## src/rtl/uart_tx_frame_shifter.sv

```systemverilog
// UART transmit frame shifter: builds start/data/parity/stop image on load and
// shifts it out LSB first, one bit per shift pulse, flagging when the frame is done.
module uart_tx_frame_shifter #(
    parameter int DATA_BITS  = 8,
    parameter int PARITY_EN  = 0,
    parameter int PARITY_ODD = 0,
    parameter int STOP_BITS  = 1
) (
    input  logic                 clk,
    input  logic                 rst,
    input  logic                 load_pulse,
    input  logic                 shift_pulse,
    input  logic [DATA_BITS-1:0] data_in,
    output logic                 tx,
    output logic                 count_done,
    output logic                 busy
);

    localparam int FRAME_LEN = 1 + DATA_BITS + PARITY_EN + STOP_BITS;
    localparam int CNT_W     = $clog2(FRAME_LEN + 1);
    localparam logic [CNT_W-1:0] LAST_CNT = CNT_W'(FRAME_LEN);

    function automatic logic parity_bit(input logic [DATA_BITS-1:0] d);
        return (^d) ^ (PARITY_ODD != 0);
    endfunction

    // Slot DATA_BITS+1 always exists because at least one stop bit follows.
    function automatic logic [FRAME_LEN-1:0] build_frame(input logic [DATA_BITS-1:0] d);
        logic [FRAME_LEN-1:0] f;
        f              = '1;
        f[0]           = 1'b0;
        f[DATA_BITS:1] = d;
        if (PARITY_EN != 0) begin
            f[DATA_BITS+1] = parity_bit(d);
        end else begin
            f[DATA_BITS+1] = 1'b1;
        end
        return f;
    endfunction

    logic [FRAME_LEN-1:0] shift_r, shift_s;
    logic [CNT_W-1:0]     bit_cnt_r, bit_cnt_s;
    logic                 count_done_r, count_done_s;
    logic                 busy_r, busy_s;

    // Next-state logic: load has priority, shifts only count while a frame is in flight.
    always_comb begin
        shift_s      = shift_r;
        bit_cnt_s    = bit_cnt_r;
        count_done_s = count_done_r;
        busy_s       = busy_r;
        if (load_pulse) begin
            shift_s      = build_frame(data_in);
            bit_cnt_s    = '0;
            count_done_s = 1'b0;
            busy_s       = 1'b1;
        end else if (shift_pulse && busy_r && !count_done_r) begin
            shift_s = {1'b1, shift_r[FRAME_LEN-1:1]};
            if (bit_cnt_r < LAST_CNT) begin
                bit_cnt_s = bit_cnt_r + 1'b1;
            end else begin
                bit_cnt_s = LAST_CNT;
            end
            if (bit_cnt_s == LAST_CNT) begin
                count_done_s = 1'b1;
                busy_s       = 1'b0;
            end else begin
                count_done_s = 1'b0;
                busy_s       = 1'b1;
            end
        end else begin
            shift_s = shift_r;
        end
    end

    // State registers with synchronous active-low reset to an idle-high line.
    always_ff @(posedge clk) begin
        if (!rst) begin
            shift_r      <= '1;
            bit_cnt_r    <= '0;
            count_done_r <= 1'b0;
            busy_r       <= 1'b0;
        end else begin
            shift_r      <= shift_s;
            bit_cnt_r    <= bit_cnt_s;
            count_done_r <= count_done_s;
            busy_r       <= busy_s;
        end
    end

    assign tx         = shift_r[0];
    assign count_done = count_done_r;
    assign busy       = busy_r;

endmodule
```

## config.mk

```make
export PLATFORM = sky130hd
export DESIGN_NAME = uart_tx_frame_shifter
export DESIGN_NICKNAME = d
export VERILOG_FILES = /design/src/rtl/uart_tx_frame_shifter.sv
export SDC_FILE = /design/constraint.sdc
export NUM_CORES = 1
export LEC_CHECK = 0
export ABC_AREA = 1
export CORE_ASPECT_RATIO = 1.1
export CORE_MARGIN = 1.5
export CORE_UTILIZATION = 47
export CTS_CLUSTER_DIAMETER = 50
export DETAILED_ROUTE_END_ITERATION = 8
export PLACE_DENSITY = 0.75
export SYNTH_ARGS = -nofsm -noshare
export SYNTH_HDL_FRONTEND = slang
export SYNTH_SLANG_ARGS = --single-unit
```

## constraint.sdc

```tcl
create_clock -name clk -period 1.2 [get_ports clk]
set_input_delay 0.36 -clock clk [delete_from_list [all_inputs] [get_ports clk]]
set_output_delay 0.36 -clock clk [all_outputs]
set_load 0.1 [all_outputs]
```

==> run summary, run 1 <==
The final-report hold violation count is 0. The area of the die came out at roughly 1700 µm². The detailed router finished its first iteration with 9 violations. Along the worst path, the maximum fanout reaches 3. The deepest level of the CTS H-tree came out at 1.

Timing analysis after detailed placement gives a worst setup slack of -0.337 ns. The critical path's largest stage delay came out at slightly below 0.4 ns. The via count of the routed design came out at between 600 and 700. The number of global-route vias before repair is 620. The async set-reset flop share out of synthesis came out at 0%. Data on the critical path arrives at its endpoint at around 0.84 ns. The count of buffer and inverter cells on the critical path came out at 1.

In this design, the largest share of critical-path delay is due to flip-flops. The critical path starts at busy$_SDFFE_PN0P_. The final worst-path setup slack came out at -0.00315 ns.

The setup path with the least slack is of type reg -> out. The post-layout minimum cycle time is 1.20 ns. For this run the aggregate overflow at the end of global routing stands at 0. By instance count, the leading cell after synthesis is sky130_fd_sc_hd__nand2_1. The cell area reported after detailed placement is about 960 µm². The worst setup path is launched from a register. The share of cells above drive strength 1 is about a third. The flip-flop and latch count after synthesis is 15. The hold path startpoint is rst. The detail-routed net length per standard cell came out at roughly 13 µm. Of all cell types, the one taking the most synthesized area is sky130_fd_sc_hd__dfxtp_1.

The number of instances in the synthesized netlist is 86. Among all flip-flop cells after synthesis, the most frequent one is sky130_fd_sc_hd__dfxtp_1. The signal on the critical path passes through buf_12.

The total wire length after detailed routing is roughly 1.6 mm. Power spread over the standard cell area amounts to ~1000 nW/µm². The summed instance area of the synthesized netlist is between 700 and 800 µm².

The post-route standard cell area excluding fillers is ~1000 µm². The number of distinct standard cells referenced by the synthesized netlist is 21. The post-route clock skew came out at between 0.0003 and 0.0004 ns. The initial antenna violation count came out at 0. The initial core utilization came out at between 50% and 60%.

The average cell area after synthesis came out at between 8 and 9 µm². The number of synthesized flops with an enable pin is 0. The cell sitting at the root of the clock tree is a sky130_fd_sc_hd__clkbuf_4. The maximum clock path buffer count came out at 2. The fraction of post-synthesis cell area in the top cell type by area is 42.6%. Among all stages on the critical path, the largest delay is contributed by sky130_fd_sc_hd__dfxtp_4. The worst hold path belongs to the class in -> reg. Counting instances in the post-synthesis netlist gives the leading cell types as 18 x sky130_fd_sc_hd__nand2_1, 15 x sky130_fd_sc_hd__dfxtp_1, 10 x sky130_fd_sc_hd__a21oi_1, 10 x sky130_fd_sc_hd__nand3_1, 9 x sky130_fd_sc_hd__inv_1. The first-pass GRT wire length came out at around 2.6 mm.

The count of buffers from port buffering came out at 14. The area of the multi-input gates is roughly 350 µm². The max-slew headroom at the worst pin came out at roughly 83%. After synthesis, the cell types taking the most area are sky130_fd_sc_hd__dfxtp_1 43%, sky130_fd_sc_hd__nand2_1 9.6%, sky130_fd_sc_hd__a21oi_1 7.1%.

Global routing used between 20% and 30% of the available tracks across all layers. Counting every net in the synthesized netlist gives a little under 100. Detailed placement ended at an HPWL of 1.13 mm. Summed over all cells, the static leakage comes to between 0.4 and 0.5 nW. The count of fill cells added during filler insertion is around 110. The first TritonRoute pass finished after 4 iterations.

The number of nets with antenna violations after routing came out at 0. The checks that failed: setup timing. The switching power as a share of total power came out at 28.1%.

The cell-internal power is roughly 0.76 mW. The count of pins on the block boundary came out at 15. At the end of routability-driven placement, the weighted congestion stood at around 0.8. Entering global routing, the biggest net connects 12 pins. The share of total power dissipated in sequential elements is about half.

The die width came out at about 40 µm. The data required time of the critical path is about 0.84 ns. TritonCTS built the clock tree. The max-slew violation total from the final report came out at 0. Row generation in the floorplan step produced 14 rows. The register cell area after layout came out at between 300 and 400 µm². In the routed design, unresolved DRC markers number 0. The count of clock tree sinks is 15. The worst voltage drop across the vdd grid came out at 669 µV.

The via count normalized by instance count is roughly 5.2. Setup repair after global routing could not meet its margin everywhere. The clock edge transition at the registers on the reported setup and hold paths came out at about 0.09 ns. The transition time of the tightest slew-check pin came out at between 0.2 and 0.3 ns. The max-cap check violation count is 0. The run finished, with violations left. The clock share of power is between 20% and 30%. The final critical-path share of the clock period came out at 100%.

The worst register-to-register path begins at bit_cnt_r[1]$_SDFFE_PP0P_. The combinational cell fraction of total power is 21.6%. The number of setup violations in the final report came out at 1. Based on the critical path, the design can be clocked at up to between 800 and 900 MHz. The area inside the core boundary came out at 1380 µm². For this design the total switching power over the nets is ~0.30 mW. At the end of the flow, the number of nets in the layout was 129. The Yosys warning count is 0.

The share of the Yosys chip area taken by registers is 42.6%. The TritonCTS buffer count came out at 3. 0 antenna diodes ended up in the layout. The vertical extent of the die is between 40 and 50 µm. Compared with the post-synthesis result, the final layout area differs by 47.6%. The type of element capturing the critical path is an output port. The clock insertion delay at the later pin of the skew report came out at around 0.28 ns.
==> path summary, 6_finish.rpt <==
kind                                           endpoint  slack [ns]  cells past startpoint
worst min register to register  shift_r[6]$_SDFFE_PN1P_        0.47                      2
worst max register to register        busy$_SDFFE_PN0P_        0.03                      6
worst min-delay path            shift_r[8]$_SDFFE_PN1P_        0.46                      3
worst max-delay path                               busy      -0.003                      1
==> flip-flops by register name, indices dropped and copies added, names as in the netlist <==
register / cells
count_done: 1
shift_r: 9
busy: 1
bit_cnt_r: 4
==> power groups by stage <==
stage               Clock (mW)  Sequential (mW)  Combinational, mW
floorplan                    0            0.586             0.0879
global placement             0            0.553              0.217
detailed placement           0            0.553              0.220
CTS                      0.285            0.542              0.227
global route             0.309            0.544              0.247
finish                   0.289            0.541              0.229
==> kinds of logic after synthesis <==
group / synth area share [%]
fa+ha+maj: 1.78
simple gates: 23.3
compound gates: 21.3
flops: 42.6
buf+inv: 11.0
==> cells in the final DEF (no fill, tap or decap), types with 3 or more instances in the layout <==
master,instances
sky130_fd_sc_hd__dfxtp_4,3
sky130_fd_sc_hd__a21oi_1,10
sky130_fd_sc_hd__nand2_1,18
sky130_fd_sc_hd__buf_12,3
sky130_fd_sc_hd__dfxtp_1,10
sky130_fd_sc_hd__inv_1,8
sky130_fd_sc_hd__buf_4,14
sky130_fd_sc_hd__clkdlybuf4s50_1,8
sky130_fd_sc_hd__o211ai_1,3
sky130_fd_sc_hd__nand3_1,10
sky130_fd_sc_hd__clkbuf_4,3
==> metrics by stage <==
step	power, mW	util [%]	setup TNS, ns	hold WS (ns)	cells
after floorplan	0.674	-	-0.0559	0.429	86
after global placement	0.770	69.1	-3.41	0.446	124
after detailed placement	0.773	69.1	-3.73	0.455	124
after CTS	1.05	72.0	0	0.473	130
after global routing	1.10	75.1	-0.0822	0.460	131
final	1.06	75.1	-0.00315	0.456	131
==> layout make-up <==
| cell class | instances | share of cell area, % |
|---|---|---|
| Sequential cell | 15 | 30.2 |
| Inverter | 12 | 4.81 |
| Clock buffer | 4 | 2.53 |
| Tap cell | 16 | 1.93 |
| Timing Repair Buffer | 28 | 26.8 |
| Multi-Input combinational cell | 56 | 33.7 |
==> routing by layer <==
layer	vias to the layer above	part of all wire, %	track usage, %
li1	346	-	-
met1	316	43	25.6
met2	13	53	35.2
met3	4	2.7	4.62
met4	0	1.4	8.28
met5	-	0	0
==> repair_timing <==
item / 4_1_cts / 5_1_grt
cloned: 0 / 0
hold buffers: 0 / 0
setup endpoints to repair: 1 / 8
buffers inserted: 2 / 1
pin swaps: 1 / 4
gates resized for setup: 1 / 11
Power figures use the tool's default switching activity.
==> inputs of run 2 (changes only) <==
CAP_MARGIN = 10   (was default)
==> results of run 2 <==
The final DEF is identical to that of run 1; final timing and power are the same.
